`config.mk`:
```
export PLATFORM = sky130hd
export DESIGN_NAME = hps_reset_req_sequencer
export DESIGN_NICKNAME = d
export VERILOG_FILES = /design/src/rtl/hps_reset_pkg.sv /design/src/rtl/hps_reset_sync_edge.sv /design/src/rtl/hps_reset_req_sequencer.sv
export SDC_FILE = /design/constraint.sdc
export NUM_CORES = 1
export LEC_CHECK = 0
export CAP_MARGIN = 20
export CELL_PAD_IN_SITES_DETAIL_PLACEMENT = 1
export CELL_PAD_IN_SITES_GLOBAL_PLACEMENT = 1
export CORE_ASPECT_RATIO = 1.25
export CORE_MARGIN = 5
export CORE_UTILIZATION = 30
export DETAILED_ROUTE_END_ITERATION = 8
export PLACE_DENSITY_LB_ADDON = 0.1
export SETUP_SLACK_MARGIN = 0.4
export SLEW_MARGIN = 20
export SYNTH_ARGS = -nofsm -noshare
export SYNTH_HDL_FRONTEND = slang
export SYNTH_SLANG_ARGS = --single-unit
export TNS_END_PERCENT = 1
```
`constraint.sdc`:
```
create_clock -name clk -period 2.5 [get_ports clk]
set_clock_uncertainty 0.1 [all_clocks]
set_input_delay 0.5 -clock clk [delete_from_list [all_inputs] [get_ports clk]]
set_output_delay 0.5 -clock clk [all_outputs]
set_load 0.02 [all_outputs]
```
`src/rtl/hps_reset_pkg.sv`:
```
// Shared constants for the HPS reset request sequencer: FSM state codes,
// request kinds as reported on last_kind, and issp_req bit positions.
package hps_reset_pkg;

    typedef logic [2:0] state_t;

    localparam state_t ST_IDLE     = 3'd0;
    localparam state_t ST_ASSERT   = 3'd1;
    localparam state_t ST_WAIT_ACK = 3'd2;
    localparam state_t ST_WAIT_REL = 3'd3;
    localparam state_t ST_HOLDOFF  = 3'd4;

    localparam logic [1:0] KIND_NONE  = 2'd0;
    localparam logic [1:0] KIND_COLD  = 2'd1;
    localparam logic [1:0] KIND_WARM  = 2'd2;
    localparam logic [1:0] KIND_DEBUG = 2'd3;

    localparam int REQ_COLD  = 0;
    localparam int REQ_WARM  = 1;
    localparam int REQ_DEBUG = 2;

    function automatic int max3(input int a, input int b, input int c);
        int m;
        m = (a > b) ? a : b;
        return (m > c) ? m : c;
    endfunction

endpackage

```
`src/rtl/hps_reset_sync_edge.sv`:
```
// Multi-bit synchroniser with a registered rising-edge output.
// Edges are only reported once the chain and the history flop hold real
// samples, so a level already high when reset releases never looks like an edge.
module hps_reset_sync_edge
    import hps_reset_pkg::*;
#(
    parameter int WIDTH  = 1,
    parameter int STAGES = 2
) (
    input  logic             clk,
    input  logic             reset,
    input  logic [WIDTH-1:0] din,
    output logic [WIDTH-1:0] level,
    output logic [WIDTH-1:0] rise
);

    logic [STAGES-1:0][WIDTH-1:0] chain;
    logic [WIDTH-1:0]             hist;
    logic [STAGES:0]              arm;

    assign level = chain[STAGES-1];

    // Synchronise, keep one sample of history, and flag 0->1 once armed.
    always_ff @(posedge clk or posedge reset) begin
        if (reset) begin
            chain <= '0;
            hist  <= '0;
            arm   <= '0;
            rise  <= '0;
        end else begin
            chain <= {chain[STAGES-2:0], din};
            hist  <= chain[STAGES-1];
            arm   <= {arm[STAGES-1:0], 1'b1};
            rise  <= arm[STAGES] ? (chain[STAGES-1] & ~hist) : '0;
        end
    end

endmodule

```
`src/rtl/hps_reset_req_sequencer.sv`:
```
// Turns ISSP reset-request edges into fixed-width active-low pulses on the
// HPS f2h reset request inputs, one request at a time, cold > warm > debug.
// Cold/warm completion is confirmed through hps_fpga_reset (assert, then
// release), each phase bounded by ACK_TIMEOUT; a holdoff follows every request.
//
// state       | meaning
// ST_IDLE     | nothing in progress; grants the top pending request
// ST_ASSERT   | selected req_n held low for PULSE_CYCLES
// ST_WAIT_ACK | cold/warm: waiting for hps_fpga_reset to assert
// ST_WAIT_REL | cold/warm: waiting for hps_fpga_reset to release
// ST_HOLDOFF  | quiet time before the next grant
module hps_reset_req_sequencer
    import hps_reset_pkg::*;
#(
    parameter int PULSE_CYCLES   = 16,
    parameter int ACK_TIMEOUT    = 1024,
    parameter int HOLDOFF_CYCLES = 256,
    parameter int SYNC_STAGES    = 2
) (
    input  logic       clk,
    input  logic       reset,
    input  logic [2:0] issp_req,
    input  logic       hps_fpga_reset,
    output logic       f2h_cold_reset_req_n,
    output logic       f2h_warm_reset_req_n,
    output logic       f2h_debug_reset_req_n,
    output logic       busy,
    output logic [2:0] pending,
    output logic [1:0] last_kind,
    output logic       ack_timeout,
    output logic [7:0] grant_count
);

    localparam int CNT_MAX = max3(PULSE_CYCLES, ACK_TIMEOUT, HOLDOFF_CYCLES);
    localparam int CW      = $clog2(CNT_MAX + 1);

    logic [2:0]    req_rise;
    logic [2:0]    req_level_unused;
    logic          ack_lvl;
    logic          ack_rise_unused;

    state_t        state, state_nx;
    logic [CW-1:0] cnt, cnt_nx;
    logic [1:0]    kind_nx;
    logic [2:0]    clr_mask;
    logic          grant;
    logic          timeout_set;

    hps_reset_sync_edge #(.WIDTH(3), .STAGES(SYNC_STAGES)) u_req_sync (
        .clk   (clk),
        .reset (reset),
        .din   (issp_req),
        .level (req_level_unused),
        .rise  (req_rise)
    );

    hps_reset_sync_edge #(.WIDTH(1), .STAGES(SYNC_STAGES)) u_ack_sync (
        .clk   (clk),
        .reset (reset),
        .din   (hps_fpga_reset),
        .level (ack_lvl),
        .rise  (ack_rise_unused)
    );

    // Next-state, counter reload and grant selection.
    always_comb begin
        state_nx    = state;
        cnt_nx      = cnt;
        kind_nx     = last_kind;
        clr_mask    = 3'b000;
        grant       = 1'b0;
        timeout_set = 1'b0;
        case (state)
            ST_IDLE: begin
                if (pending != 3'b000) begin
                    grant    = 1'b1;
                    state_nx = ST_ASSERT;
                    cnt_nx   = CW'(PULSE_CYCLES - 1);
                    if (pending[REQ_COLD]) begin
                        kind_nx            = KIND_COLD;
                        clr_mask[REQ_COLD] = 1'b1;
                    end else if (pending[REQ_WARM]) begin
                        kind_nx            = KIND_WARM;
                        clr_mask[REQ_WARM] = 1'b1;
                    end else begin
                        kind_nx             = KIND_DEBUG;
                        clr_mask[REQ_DEBUG] = 1'b1;
                    end
                end
            end
            ST_ASSERT: begin
                if (cnt == '0) begin
                    if (last_kind == KIND_DEBUG) begin
                        state_nx = ST_HOLDOFF;
                        cnt_nx   = CW'(HOLDOFF_CYCLES - 1);
                    end else begin
                        state_nx = ST_WAIT_ACK;
                        cnt_nx   = CW'(ACK_TIMEOUT - 1);
                    end
                end else begin
                    cnt_nx = cnt - CW'(1);
                end
            end
            ST_WAIT_ACK: begin
                if (ack_lvl) begin
                    state_nx = ST_WAIT_REL;
                    cnt_nx   = CW'(ACK_TIMEOUT - 1);
                end else if (cnt == '0) begin
                    timeout_set = 1'b1;
                    state_nx    = ST_HOLDOFF;
                    cnt_nx      = CW'(HOLDOFF_CYCLES - 1);
                end else begin
                    cnt_nx = cnt - CW'(1);
                end
            end
            ST_WAIT_REL: begin
                if (!ack_lvl) begin
                    state_nx = ST_HOLDOFF;
                    cnt_nx   = CW'(HOLDOFF_CYCLES - 1);
                end else if (cnt == '0) begin
                    timeout_set = 1'b1;
                    state_nx    = ST_HOLDOFF;
                    cnt_nx      = CW'(HOLDOFF_CYCLES - 1);
                end else begin
                    cnt_nx = cnt - CW'(1);
                end
            end
            ST_HOLDOFF: begin
                if (cnt == '0) begin
                    state_nx = ST_IDLE;
                end else begin
                    cnt_nx = cnt - CW'(1);
                end
            end
            default: begin
                state_nx = ST_IDLE;
                cnt_nx   = '0;
            end
        endcase
    end

    // State, status and request outputs, all registered from the next state.
    // A new edge on the bit being granted survives the clear (set wins).
    always_ff @(posedge clk or posedge reset) begin
        if (reset) begin
            state                 <= ST_IDLE;
            cnt                   <= '0;
            busy                  <= 1'b0;
            pending               <= 3'b000;
            last_kind             <= KIND_NONE;
            ack_timeout           <= 1'b0;
            grant_count           <= 8'd0;
            f2h_cold_reset_req_n  <= 1'b1;
            f2h_warm_reset_req_n  <= 1'b1;
            f2h_debug_reset_req_n <= 1'b1;
        end else begin
            state     <= state_nx;
            cnt       <= cnt_nx;
            busy      <= (state_nx != ST_IDLE);
            pending   <= (pending & ~clr_mask) | req_rise;
            last_kind <= kind_nx;
            if (grant) begin
                grant_count <= grant_count + 8'd1;
            end
            if (timeout_set) begin
                ack_timeout <= 1'b1;
            end
            f2h_cold_reset_req_n  <= ~((state_nx == ST_ASSERT) && (kind_nx == KIND_COLD));
            f2h_warm_reset_req_n  <= ~((state_nx == ST_ASSERT) && (kind_nx == KIND_WARM));
            f2h_debug_reset_req_n <= ~((state_nx == ST_ASSERT) && (kind_nx == KIND_DEBUG));
        end
    end

endmodule

```
Word-level counts from Yosys, hierarchy flattened
Index checks and enable logic that the tools add are counted.
- input port bits: 6
- memory bits (writable): 0
- flip-flop bits (word level): 49
- memory bits (read-only): 0
- output and inout port bits: 18
- memories kept: 0
- latch bits: 0
- multipliers: 0
- shift-type cells: 0
- bitwise gates (word level): 8
- add/subtract/negate cells: 2
- divide/modulo/power cells: 0
- reductions and logical operators: 8
- $lt $le $gt $ge: 0
- mux-type cells: 33
- equal/unequal tests: 11
- operator list (operator ; number):
    $mux 11 ; 6
    $pmux 11 s5 ; 1
    $mux 3 ; 10
    $pmux 3 s5 ; 1
    $logic_not 11->1 ; 1
    $sub 11x1->11 const B ; 1
    $mux 10 ; 1
    $mux 1 ; 9
    $add 8x1->8 const B ; 1
    $mux 2 ; 4
    $and 3x3->3 ; 2
    $eq 2x2->1 const B ; 3
    $eq 3x1->1 const B ; 2
    $eq 3x2->1 const B ; 2
    $not 3->3 ; 2
    $reduce_bool 3->1 ; 2
    $ne 2x2->1 const B ; 2
    $eq 3x3->1 const B ; 1
    $logic_and 1x1->1 ; 3
    $logic_not 3->1 ; 1
    $not 1->1 ; 3
    $or 3x3->3 ; 1
    $eq 2x1->1 const B ; 1
    $pmux 1 s2 ; 1
    $reduce_and 2->1 ; 1

Depth between registers and ports, before layout
- word-level depth: 7
- mapped depth: 9
- mapped depth without buffers: 8

Cells and area by module
Synthesis repeated with hierarchy kept, for this count alone.
- cell total of the unflattened synthesis: 220
- area, all modules: 2413.6 sq um
- by module, submodules not included (module ; times used ; cells each ; sequential area each (sq um) ; area an instance (sq um)):
    hps_reset_req_sequencer ; 1 ; 187 ; 804.5 ; 1790.5
    hps_reset_sync_edge at u_req_sync ; 1 ; 23 ; 375.4 ; 431.7
    hps_reset_sync_edge at u_ack_sync ; 1 ; 10 ; 175.2 ; 191.4

Worst setup path before layout
No wires, ideal clock.
- kind: reg-to-reg
- start: reg cnt[0]
- end: reg state[2]
- cell stages (with the launch flop): 9
- arrival time: 2.322 ns
- required time: 2.323 ns
- library setup time: 0.077 ns
- slack: 0.001 ns
- buffers on the path: 1
- cell sequence: dfrtp_1 > inv_1 > ha_1 > or3b_1 > buf_6 > or4_4 > maj3_2 > or3_1 > o21ai_1
- word-level cells in the longest chain between the ends: 4
- RTL lines (what ; RTL line ; text):
    from (decl) ; hps_reset_req_sequencer.sv:43 ; logic [CW-1:0] cnt, cnt_nx;
    from (signal assigned) ; hps_reset_req_sequencer.sv:158 ; cnt <= cnt_nx;
    $logic_not 11->1 (*) ; - ;
    $mux 3 ; hps_reset_req_sequencer.sv:108, hps_reset_req_sequencer.sv:120 ;
    $mux 3 (on tied branches) ; hps_reset_req_sequencer.sv:117, hps_reset_req_sequencer.sv:105 ;
    $pmux 3 s5 (*) ; hps_reset_req_sequencer.sv:73 ; case (state)
    via state_nx[2] ; hps_reset_req_sequencer.sv:42 ; state_t state, state_nx;
    to (signal assigned) ; hps_reset_req_sequencer.sv:157 ; state <= state_nx;
    to (decl) ; hps_reset_req_sequencer.sv:42 ;
The timed path passes the listed nets; every way through them passes the cells marked *.
A chain may end at the register's enable or synchronous reset.

Worst setup path after layout
- start: reg cnt[1]
- end: reg state[2]
The elaborated chain is that of the path after synthesis.

==> results by group <==
Clock tree
  • Clk buf depth: 2
  • Clock latency on the worst-skew pair: about 0.31 ns
  • CTS tree: yes
  • Root Driver: clkbuf_8
  • TritonCTS Buffers: 5
  • # clock sinks: 49
  • Clock transition at the registers of the reported paths: 0.11 ns
  • H-tree depth: 2
  • # hold bufs at CTS: 0

GRT
  • First-pass GRT wire length: 10300 um
  • Largest net degree at the start of global routing: 28
  • Vias in the first global route: between 1500 and 2000
  • Grt total ovfl: 0
  • Total GRT Usage: approximately 14%
  • Initial antenna violation count: 0

Setup path
  • Setup crit end kind: flop
  • CP Class: reg2reg
  • Max FO, Critical Path: 6
  • Buf/Inv on CP: 1
  • CP max stage delay: ~0.48 ns
  • Critical Path AT: 2.55 ns
  • Delay-heaviest family, CP: simple AND/OR/NAND/NOR gates
  • Startpoint Class: flop
  • CP max-delay cell: or4_4
  • Crit path cell chain: inv_1, ha_2, or3b_4, or4_4, maj3_2, or3_1, o21ai_1
  • CP required: 2.64 ns

Route
  • Initial drt markers: 67
  • Remaining DRCs: 0
  • Total routed wirelength: 5930 um
  • Drt first pass iters: 4
  • Via density: 5.17
  • ANT nets after route: 0
  • Wire per inst: around 17 um
  • Via count: approximately 1800

STA
  • Fin crit period: roughly 2.4 ns
  • Worst Tran Pin Value: 0.543 ns
  • Final worst slack: 0.0916 ns
  • Hold slack: 0.259 ns
  • FMAX: between 400 and 500 MHz
  • RSZ-0062 raised after global routing: yes
  • Final Hold Vio Count: 0
  • Relative max-transition margin: about 64%
  • Setup violators final: 0
  • Max Slew Vio Count: 0
  • Setup_tns: 0 ns
  • Tcrit/Tclk final: between 90% and 100%

Floorplanning
  • Die area: roughly 0.009 mm^2
  • Core Area: between 0.007 and 0.008 mm^2
  • Die height: 106 um
  • # rows: 35
  • Io pins: 24
  • DIE WIDTH: 86.9 um
  • Initial core utilization: a little under a third

Status
  • Status: finished, final reports clean

Synthesis
  • Post-synth EDFFs: 0
  • Count of different cell masters after synthesis: 48
  • Yosys warns: 0
  • Synth area leaders: dfrtp_1 (52%), dfstp_2 (3.6%), a21oi_1 (2.9%)
  • Main synth FF type: dfrtp_1
  • Seq/Total Area, Yosys: approximately 55%
  • Mapped cell area: approximately 0.0022 mm^2
  • Post-synth top area share: about 52%
  • Post-Syn Nets: roughly 220
  • Post-synth ARST share: 100%
  • Post-synth top area cell: dfrtp_1
  • FF+latch count, synth: between 40 and 50
  • Post-Synthesis Cells: about 210
  • Mean Syn Cell Area: approximately 10 um^2

Finish
  • Design area: approximately 0.0028 mm^2
  • FILL cells: slightly above 800
  • Register area: roughly 0.0012 mm^2
  • Area growth syn-to-layout: 28.4%
  • Most common cell after layout, fill and taps aside: dfrtp_1
  • Commonest cells after routing, fill and taps aside: dfrtp_1 (46), buf_4 (25), clkdlybuf4s50_1 (23)
  • Final nets: roughly 270
  • Share of post-route cells with drive strength above 1: between 10% and 20%
  • Multi-input logic area: just over 900 um^2
  • Ant diodes: 0

Power and ir drop
  • Total power: between 0.002 and 0.003 W
  • Power per cell area: between 900 and 1000 mW/mm^2
  • Leak: approximately 1.3 nW
  • Peak supply drop: about 0.54 mV

Placed design
  • Pre-CTS WS: -0.0481 ns
  • Dpl cell area: ~0.0027 mm^2
  • Gpl congestion: between 0.9 and 1
  • HPWL after DPL: between 4000 and 5000 um
  • Port Buf Inserts: 23

Min path
  • Worst hold path class: reg2reg

Flow run
  • Max Cap Viol: 0
[worst paths after layout]
kind,startpoint,end,slack (ns),cells past startpoint
min,u_req_sync.chain[1],u_req_sync.level[1],0.26,0
min reg2reg,u_req_sync.chain[1],u_req_sync.level[1],0.26,0
max in group asynchronous,reset,u_req_sync.arm[0],1.32,3
max,cnt[1],state[2],0.09,7
max reg2reg,cnt[1],state[2],0.09,7
min in group asynchronous,reset,grant_count[4],0.45,2
[cells by family (layout without fill, tap and decap cells)]
logic type	after synthesis	after routing	synth area share, %
adders and majority gates	3	3	1.64
other	1	1	0.169
muxes	1	1	0.508
xor gates and xnor gates	10	10	3.95
DFF	49	49	55.5
and+or+nand+nor	69	69	16.4
AOI/OAI and AO/OA	60	60	17.9
buffers and inverters	21	67	4.01
[cell usage after synthesis (2+ instances only)]
master	instances
o31a_1	3
a21oi_1	13
nand2_1	13
o21ai_0	12
nor3_1	7
nor4_1	2
a21o_1	8
inv_1	10
xor2_1	4
nand2b_1	3
and3b_1	2
a31oi_1	6
or4_1	2
o22ai_1	3
o21a_1	2
nand3_1	4
dfstp_2	3
ha_1	2
and3_1	3
or3_1	4
xnor2_1	6
buf_2	2
nand4_1	5
or2_2	3
dfrtp_1	46
clkbuf_1	8
nand3b_1	2
nor2_1	16
[cell type report]
class	instances	share of cell area, %
Sequential cell	49	43.2
Multi-Input combinational cell	144	32.6
Timing Repair Buffer	49	15.4
Tap cell	92	4.04
Clock buffer	5	2.42
Inverter	10	1.32
Clock inverter	3	1.01
[sequential cells by signal, summed over array words and instances (netlist names), 2 cells and up]
name and count:
cnt 11, grant_count 8, pending 3, state 3
u_req_sync.arm 3, u_req_sync.chain 3, u_req_sync.hist 3, u_req_sync.level 3
u_req_sync.rise 3, last_kind 2
[metrics by stage]
stage / instances / utilization, %
after floorplan: 214 / -
after global placement: 340 / 36.9
after detailed placement: 340 / 36.9
after CTS: 352 / 38.7
after global routing: 352 / 38.9
final: 352 / 38.9
[metal layers]
metal | up-vias | routed length, um | global-route usage [%]
met2 | 40 | 3070 | 24.0
met3 | 10 | 209 | 3.10
met1 | 919 | 2530 | 17.7
met5 | - | 0 | 0
met4 | 0 | 121 | 4.45
li1 | 850 | - | -
[power by group]
part / switching (W) / leakage, nW / total [W] / internal (W)
clock: 0.000319 / 0.0511 / 0.000531 / 0.000212
combinational: 0.000617 / 0.623 / 0.00117 / 0.000553
sequential: 0.000147 / 0.592 / 0.00113 / 0.000983
total: 0.00108 / 1.27 / 0.00283 / 0.00175
[worst register-to-register path, cell delays in order, from the launching register on]
cell and delay (ns):
dfrtp_1 0.40, inv_1 0.06, ha_2 0.17, or3b_4 0.38, or4_4 0.48, maj3_2 0.35
or3_1 0.32, o21ai_1 0.08
[repair_timing]
action,CTS,global route
setup endpoints to repair,19,20
gates resized for setup,3,2
pin swaps,3,4
buffers inserted,4,0
Power figures use the tool's default switching activity.
